[src/rtl/ring_ptr_ctrl_if.sv]
// Handshake bundle between the operand producer/consumer and ring_ptr_ctrl.
// The master side drives push requests and pop acceptance.
// The slave side (the controller) returns ready/valid and the head word.
interface ring_ptr_ctrl_if #(
    parameter int DataWidth = 16
);
    logic                 PushValid;
    logic [DataWidth-1:0] PushData;
    logic                 PushReady;
    logic                 PopValid;
    logic [DataWidth-1:0] PopData;
    logic                 PopReady;

    modport master (
        output PushValid, PushData, PopReady,
        input  PushReady, PopValid, PopData
    );

    modport slave (
        input  PushValid, PushData, PopReady,
        output PushReady, PopValid, PopData
    );
endinterface

[src/rtl/ring_ptr_ctrl.sv]
// Producer/consumer controller for the 4-entry circular MAC operand buffer.
// Owns the tail/head pointers, the lap bit and the entry storage, and exports
// TP/HP/Round so the ready-mask logic can decode per-entry ready bits.
// Full/Empty come from the lap bit: equal pointers mean full when TP is one
// lap ahead of HP, empty otherwise. BufferSize must equal 2**BufferWidth.
module ring_ptr_ctrl #(
    parameter int BufferWidth = 2,
    parameter int BufferSize  = 4,
    parameter int DataWidth   = 16
) (
    input  logic                   clk,
    input  logic                   rst,
    input  logic                   Flush,
    ring_ptr_ctrl_if.slave         bus,
    output logic [BufferWidth-1:0] TP,
    output logic [BufferWidth-1:0] HP,
    output logic                   Round,
    output logic [BufferWidth:0]   Count,
    output logic                   Full,
    output logic                   Empty
);

    localparam logic [BufferWidth-1:0] LastSlot = BufferWidth'(BufferSize - 1);

    logic [DataWidth-1:0] mem [BufferSize];
    logic                 ptr_eq;
    logic                 push_fire;
    logic                 pop_fire;
    logic                 push_wrap;
    logic                 pop_wrap;

    // Status flags and handshake qualifiers, decoded only from registered state.
    always_comb begin
        ptr_eq        = (TP == HP);
        Full          = Round && ptr_eq;
        Empty         = !Round && ptr_eq;
        bus.PushReady = !Full;
        bus.PopValid  = !Empty;
        bus.PopData   = mem[HP];
        push_fire     = bus.PushValid && !Full;
        pop_fire      = bus.PopReady && !Empty;
        push_wrap     = push_fire && (TP == LastSlot);
        pop_wrap      = pop_fire && (HP == LastSlot);
    end

    // Pointer, lap bit and occupancy update; Flush wins over any handshake.
    always_ff @(posedge clk or posedge rst) begin
        if (rst) begin
            TP    <= '0;
            HP    <= '0;
            Round <= 1'b0;
            Count <= '0;
        end else if (Flush) begin
            TP    <= '0;
            HP    <= '0;
            Round <= 1'b0;
            Count <= '0;
        end else begin
            if (push_fire)
                TP <= TP + 1'b1;
            if (pop_fire)
                HP <= HP + 1'b1;
            // Wraps on both sides in one cycle cancel out.
            if (push_wrap ^ pop_wrap)
                Round <= ~Round;
            if (push_fire && !pop_fire)
                Count <= Count + 1'b1;
            else if (pop_fire && !push_fire)
                Count <= Count - 1'b1;
        end
    end

    // Entry storage is write-only on push and never cleared; a flushed push is dropped.
    always_ff @(posedge clk) begin
        if (push_fire && !Flush)
            mem[TP] <= bus.PushData;
    end

endmodule
[src/flat_wrapper.sv]
// flat-port wrapper written by rule: the top's interface ports become plain ports
module ring_ptr_ctrl_flat 
#(
    parameter int BufferWidth = 2,
    parameter int BufferSize  = 4,
    parameter int DataWidth   = 16
)
  (clk, rst, Flush, TP, HP, Round, Count, Full, Empty, bus_PushValid, bus_PushData, bus_PopReady, bus_PushReady, bus_PopValid, bus_PopData);
  ring_ptr_ctrl_if #(.DataWidth(DataWidth)) bus_i ();
  input  logic clk;
  input  logic rst;
  input  logic Flush;
  output logic [BufferWidth-1:0] TP;
  output logic [BufferWidth-1:0] HP;
  output logic Round;
  output logic [BufferWidth:0] Count;
  output logic Full;
  output logic Empty;
  input wire logic [$bits(bus_i.PushValid)-1:0] bus_PushValid;
  input wire logic [$bits(bus_i.PushData)-1:0] bus_PushData;
  input wire logic [$bits(bus_i.PopReady)-1:0] bus_PopReady;
  output wire logic [$bits(bus_i.PushReady)-1:0] bus_PushReady;
  output wire logic [$bits(bus_i.PopValid)-1:0] bus_PopValid;
  output wire logic [$bits(bus_i.PopData)-1:0] bus_PopData;
  assign bus_i.PushValid = bus_PushValid;
  assign bus_i.PushData = bus_PushData;
  assign bus_i.PopReady = bus_PopReady;
  assign bus_PushReady = bus_i.PushReady;
  assign bus_PopValid = bus_i.PopValid;
  assign bus_PopData = bus_i.PopData;
  ring_ptr_ctrl #(.BufferWidth(BufferWidth), .BufferSize(BufferSize), .DataWidth(DataWidth)) u_core (.clk(clk), .rst(rst), .Flush(Flush), .bus(bus_i), .TP(TP), .HP(HP), .Round(Round), .Count(Count), .Full(Full), .Empty(Empty));
endmodule
[config.mk]
export PLATFORM = sky130hd
export DESIGN_NAME = ring_ptr_ctrl_flat
export DESIGN_NICKNAME = d
export VERILOG_FILES = /design/src/rtl/ring_ptr_ctrl_if.sv /design/src/rtl/ring_ptr_ctrl.sv /design/src/flat_wrapper.sv
export SDC_FILE = /design/constraint.sdc
export NUM_CORES = 1
export LEC_CHECK = 0
export ABC_CLOCK_PERIOD_IN_PS = 3750
export BUFFER_PORTS_ARGS = -buffer_cell sky130_fd_sc_hd__buf_2
export CELL_PAD_IN_SITES_DETAIL_PLACEMENT = 1
export CELL_PAD_IN_SITES_GLOBAL_PLACEMENT = 1
export CORE_MARGIN = 10
export CORE_UTILIZATION = 47
export DETAILED_ROUTE_END_ITERATION = 8
export PLACE_DENSITY_LB_ADDON = 0.1
export SLEW_MARGIN = 20
export SYNTH_ARGS = -nofsm -noshare
export SYNTH_HDL_FRONTEND = slang
export SYNTH_SLANG_ARGS = --single-unit
[constraint.sdc]
create_clock -name clk -period 3.75 [get_ports clk]
set_input_delay 0.375 -clock clk [delete_from_list [all_inputs] [get_ports clk]]
set_output_delay 0.375 -clock clk [all_outputs]
set_load 0.005 [all_outputs]
-- Word-level counts from Yosys, hierarchy flattened
Memories as Yosys holds them, arrays and structs flattened.
Index checks and enable logic that the tools add are counted.
- multiplexer cells: 11
- bitwise operators: 2
- reduce and logical (&&, ||, !) cells: 19
- eq/ne operators: 3
- add/sub/neg operators: 4
- operators by type and width (kind ; number):
    $logic_and 1x1->1 ; 9
    $mux 3 ; 3
    $mux 2 ; 4
    $logic_not 1->1 ; 6
    $reduce_bool 2->1 ; 3
    $add 2x1->2 const B ; 2
    $eq 2x2->1 const B ; 2
    $mux 1 ; 4
    $add 3x1->3 const B ; 1
    $reduce_bool 3->1 ; 1
    $sub 3x1->3 const B ; 1
    $eq 2x2->1 ; 1
    $not 1->1 ; 1
    $xor 1x1->1 ; 1
- register bits after elaboration: 8
- memory bits (writable): 64
- memories kept: 1
- output and inout port bits: 28
- input bits: 21
- memories (name ; depth ; bits a word ; rd ports ; clocked after Yosys merged registers in ; write ports ; RTL line ; RTL):
    u_core.mem ; 4 ; 16 ; 1 ; 0 ; 1 ; ring_ptr_ctrl.sv:25 ; logic [DataWidth-1:0] mem [BufferSize];

-- Longest topological paths before layout
- depth after elaboration: 9
- gate-level depth with buffers: 9
- gate-level depth less buffers: 8

-- Least setup slack after synthesis
Ideal clock, no wire load.
- path kind: flip-flop to flip-flop
- start point: register u_core.HP[0]
- end point: memory u_core.mem[3][0] (enable)
- setup slack: 1.029 ns
- path buffers: 1
- required time: 3.337 ns
- arrival time: 2.308 ns
- setup time: 0.413 ns
- cell stages (with the launch flop): 6
- clock period less this slack: 2.721 ns
- cell sequence: dfrtp_1 buf_6 xnor2_2 nand3_1 nand2_1 nor3b_1
- word-level cells in the longest chain between the ends: 7
- RTL lines (item ; RTL line ; RTL):
    start, declared ; ring_ptr_ctrl.sv:16 ; output logic [BufferWidth-1:0] HP,
    start signal, assigned ; ring_ptr_ctrl.sv:62 ; HP <= HP + 1'b1;
    $eq 2x2->1 ; ring_ptr_ctrl.sv:34 ; ptr_eq = (TP == HP);
    $logic_and 1x1->1 ; ring_ptr_ctrl.sv:35 ; Full = Round && ptr_eq;
    $logic_not 1->1 ; - ;
    via bus_PushReady ; flat_wrapper.sv:22 ; output wire logic [$bits(bus_i.PushReady)-1:0] bus_PushReady;
    $logic_and 1x1->1 ; ring_ptr_ctrl.sv:40 ; push_fire = bus.PushValid && !Full;
    $logic_and 1x1->1 ; ring_ptr_ctrl.sv:75 ; if (push_fire && !Flush)
    $mux 1 ; ring_ptr_ctrl.sv:75 ;
    $mux 1 (implied by the code) ; ring_ptr_ctrl.sv:76 ; mem[TP] <= bus.PushData;
    end, declared ; ring_ptr_ctrl.sv:25 ;
The timed path passes the listed nets, and every way through them passes these cells.

-- Worst setup path after layout
- start point: register u_core.TP[0]
- end point: memory u_core.mem[3][9] (enable)
- word-level cells in the longest chain between the ends: 7
- RTL lines (item ; RTL line ; RTL):
    start, declared ; ring_ptr_ctrl.sv:15 ; output logic [BufferWidth-1:0] TP,
    start signal, assigned ; ring_ptr_ctrl.sv:60 ; TP <= TP + 1'b1;
    $eq 2x2->1 ; ring_ptr_ctrl.sv:34 ;
    $logic_and 1x1->1 ; ring_ptr_ctrl.sv:35 ;
    $logic_not 1->1 ; ring_ptr_ctrl.sv:40 ;
    $logic_and 1x1->1 ; ring_ptr_ctrl.sv:40 ;
    $logic_and 1x1->1 ; ring_ptr_ctrl.sv:75 ;
    $mux 1 ; ring_ptr_ctrl.sv:75 ;
    $mux 1 (implied by the code) ; ring_ptr_ctrl.sv:76 ;
Several ways; a longest one is shown, not always the timed one.

==> results.yml <==
cts:
  cts_max_path_buffers: 2
  htree_levels: 3
  clock_insertion_delay_worst_skew_ps: 330
  cts-resized-gates: 0
  clk_root_buf: "sky130_fd_sc_hd__clkbuf_8"
  clock_sinks: 72
  clock_tree_from_tritoncts: "yes"
  cts_inserted_buffers: 9
  path_clk_slew_ps: 70
grt:
  grt_remaining_overflow: 0
  grt_start_max_net_pins: 20
  grt_first_pass_wirelength_um: 10500
  grt_pass1_vias: 1895
  grt_usage_pct: 13.9
  antenna_found_initial: 0
worst_setup_path:
  r2r.worst_path.cells: 5
  signal_arrival_time_at_the_worst_endpoint_ps: 2610
  worstSetupStartpointType: "register"
  timing.rr.start: "u_core.TP[0]"
  timing.critical_path.fanout_max: 9
  rr_endpoint: "u_core.mem[3][9]"
  r2r_slack_ps: 1180
  path_class: "register to register"
  crit_required_ps: 3780
  worstSetupStartpoint: "u_core.TP[0]"
  setup.worst_path.end_class: "register"
  critPathCapture: "u_core.mem[3][9]"
sta:
  finClkSkew_ps: 7.39
  worst_margin_slew_ps: 870
  fin_crit_sh_pct: 68.6
  report.final.slew_viol_count: 0
  max_slew_margin_pct: 41.7
  max_freq_ghz: 0.389
  rsz0062_at_grt: "false"
  hold_violations: 0
  setup-violations-final: 0
  finalSetupTns_ps: 0
  fin_crit_ps: 2570
synthesis:
  syn-cell-area_um2: 3000
  synthSimpleGateAreaFrac_pct: 3.84
  yosys_warnings: 0
  synthDistinctLibCells: 33
  synth_seq_cells: 72
  synth-seq-area-share_pct: 70.8
  synth-edff-count: 64
  syn_avg_cell_area_um2: 19.0
  yosys.area_share.xor_xnor_pct: 2.63
  fraction_of_the_mapped_netlist_area_in_adder_cells_pct: 2.75
  async_set_or_reset_flop_fraction_in_the_synthesized_netlist_pct: 11.1
  postSynth.topFlopCell: "sky130_fd_sc_hd__edfxtp_1"
  netlist_instances: 158
  synth.mux.area_fraction_pct: 13.8
  synth_top_family_by_area: "multiplexers"
  synth_fp_nets: 185
  synth_compound_gate_area_share_pct: 3.71
pwr:
  leakage_nw: 1.31
  irDropWorstVdd_mv: 0.318
  pwr_density_cell_nw_per_um2: 530
placed_design:
  place.port_buffers: 48
  dp_hpwl_um: 4750
  place_inst: 282
routing:
  drt-vias-per-instance: 5.64
  drt-initial-drc-count: 67
  drt_pass1_iterations: 4
  post_drt_wl_per_cell_um: 22.5
  finalWirelength_um: 6700
  ant_nets: 0
  total_via_count_in_the_routed_design: 1681
  drc: 0
layout:
  area.growth.synth_to_final_pct: 17.4
  layoutNonFillerInstCount: 298
  seqCellArea_um2: 2120
  fin_nets: 244
  layout_cells_sized_above_1_pct: 37.6
  antenna-diode-count: 0
  nFillCells: 585
  area_of_the_multi_input_gates_um2: 822
min_path:
  hold_path_depth: 1
  worst_hold_path_type: "input port to register"
die:
  initial_core_util_pct: 47.8
  floorplan.rows: 29
  die_w_um: 99.9
  chipHeight_um: 99.9
  top_level_ports: 49
  design.die.area_um2: 9970
  core-area_um2: 6280
outcome:
  outcome: "complete, no violations"
job:
  timing.max_cap.violations: 0
## worst min path at each step
stage	startpoint	endpoint	slack, ps
after floorplan	rst	u_core.Count[0]	190
after global placement	rst	u_core.Count[0]	350
after detailed placement	rst	u_core.HP[0]	360
after CTS	bus_PushData[15]	u_core.mem[3][15]	240
after global routing	bus_PushData[13]	u_core.mem[0][13]	230
final	bus_PushData[12]	u_core.mem[2][12]	250
## metrics by stage
step | instance area [um2] | hold slack [ps] | setup slack [ps] | power [mW] | util (%)
2_1_floorplan | 3000 | 191 | 1030 | 1.22 | -
3_3_place_gp | 3360 | 351 | 1400 | 1.36 | 53.5
3_5_place_dp | 3360 | 363 | 1160 | 1.39 | 53.5
4_1_cts | 3520 | 235 | 1140 | 1.89 | 56.1
5_1_grt | 3520 | 232 | 974 | 1.96 | 56.1
6_report | 3520 | 253 | 1180 | 1.87 | 56.1
## cell usage after synthesis (2+ instances only)
master,count,share of area [%]
sky130_fd_sc_hd__a21oi_1,4,0.67
sky130_fd_sc_hd__a31oi_1,3,0.63
sky130_fd_sc_hd__buf_2,2,0.33
sky130_fd_sc_hd__buf_6,2,0.75
sky130_fd_sc_hd__clkbuf_1,3,0.38
sky130_fd_sc_hd__dfrtp_1,8,6.7
sky130_fd_sc_hd__edfxtp_1,64,64
sky130_fd_sc_hd__ha_1,5,2.1
sky130_fd_sc_hd__inv_1,8,1.0
sky130_fd_sc_hd__mux2i_1,2,0.67
sky130_fd_sc_hd__mux4_1,6,5.3
sky130_fd_sc_hd__mux4_2,10,7.5
sky130_fd_sc_hd__nand2_1,5,0.63
sky130_fd_sc_hd__nand3_1,2,0.33
sky130_fd_sc_hd__nor2_1,8,1.0
sky130_fd_sc_hd__nor3b_1,4,1.0
sky130_fd_sc_hd__o21ai_0,4,0.67
sky130_fd_sc_hd__xnor2_1,2,0.58
sky130_fd_sc_hd__xor2_1,2,0.58
## layer usage
| metal | vias up | share of wire [%] | track usage [%] |
|---|---|---|---|
| met2 | 52 | 52 | 22.9 |
| met5 | - | 0 | 0 |
| li1 | 744 | - | - |
| met1 | 875 | 41 | 15.5 |
| met4 | 0 | 1.8 | 7.06 |
| met3 | 10 | 5.0 | 4.74 |
## power by group
group | internal, mW | total [mW] | leakage (nW) | switching (mW)
sequential | 0.914 | 0.940 | 0.688 | 0.0253
combinational | 0.203 | 0.427 | 0.540 | 0.224
clock | 0.233 | 0.498 | 0.0806 | 0.265
## worst max-delay path, stage by stage, from the launching register on
cell and delay, ps:
sky130_fd_sc_hd__dfrtp_1 480, sky130_fd_sc_hd__xnor2_2 220, sky130_fd_sc_hd__nand3_1 200, sky130_fd_sc_hd__nand2_1 250, sky130_fd_sc_hd__nor3b_2 790, sky130_fd_sc_hd__buf_4 330
## cell type report
type	instances	area share (%)
inverter	8	0.853
clock buffer	11	3.73
sequential	72	60.3
tap	77	2.74
timing repair buffer	55	8.39
clock inverter	4	0.640
multi-input combinational	71	23.4
## registers in the layout, summed over array words and instances (netlist names)
register and cells:
u_core.Count 3, u_core.HP 2, u_core.Round 1, u_core.TP 2
u_core.mem 64
## cells by family after synthesis
logic type	Yosys count
adder cells (fa/ha/maj)	6
AO/OA/AOI/OAI	17
flip-flops	72
buffers and inverters	15
XOR/XNOR	6
AND/OR/NAND/NOR	23
multiplexers	19
## placed cells by master, fill, tap and decap left out
cell and n:
sky130_fd_sc_hd__inv_1 8, sky130_fd_sc_hd__and3_1 1, sky130_fd_sc_hd__mux2i_1 2, sky130_fd_sc_hd__xor2_1 2, sky130_fd_sc_hd__o21ai_0 4, sky130_fd_sc_hd__clkbuf_8 9
sky130_fd_sc_hd__xnor2_4 1, sky130_fd_sc_hd__o2111ai_1 1, sky130_fd_sc_hd__dlygate4sd3_1 1, sky130_fd_sc_hd__mux4_1 6, sky130_fd_sc_hd__mux2_1 1, sky130_fd_sc_hd__clkinv_4 1
sky130_fd_sc_hd__mux4_2 10, sky130_fd_sc_hd__nand3_1 2, sky130_fd_sc_hd__xnor2_1 2, sky130_fd_sc_hd__edfxtp_1 64, sky130_fd_sc_hd__clkbuf_1 2, sky130_fd_sc_hd__o21ai_2 1
sky130_fd_sc_hd__nand3b_1 1, sky130_fd_sc_hd__o221ai_1 1, sky130_fd_sc_hd__nor2_1 8, sky130_fd_sc_hd__clkinv_2 2, sky130_fd_sc_hd__clkinv_1 1, sky130_fd_sc_hd__a32oi_1 1
sky130_fd_sc_hd__ha_1 5, sky130_fd_sc_hd__a21o_1 1, sky130_fd_sc_hd__dfrtp_1 8, sky130_fd_sc_hd__buf_2 48, sky130_fd_sc_hd__buf_4 6, sky130_fd_sc_hd__nor3b_2 4
sky130_fd_sc_hd__nor2b_1 1, sky130_fd_sc_hd__and2_1 1, sky130_fd_sc_hd__a221o_1 1, sky130_fd_sc_hd__nand2_1 5, sky130_fd_sc_hd__fa_1 1, sky130_fd_sc_hd__a31oi_1 3
sky130_fd_sc_hd__xnor2_2 1, sky130_fd_sc_hd__a21oi_1 4
## what timing repair did
action                    in CTS  in global routing
hold buffers                   1                  0
hold endpoints to repair       6                  0
setup buffers                  0                  0
(Power assumes the default switching activity.)
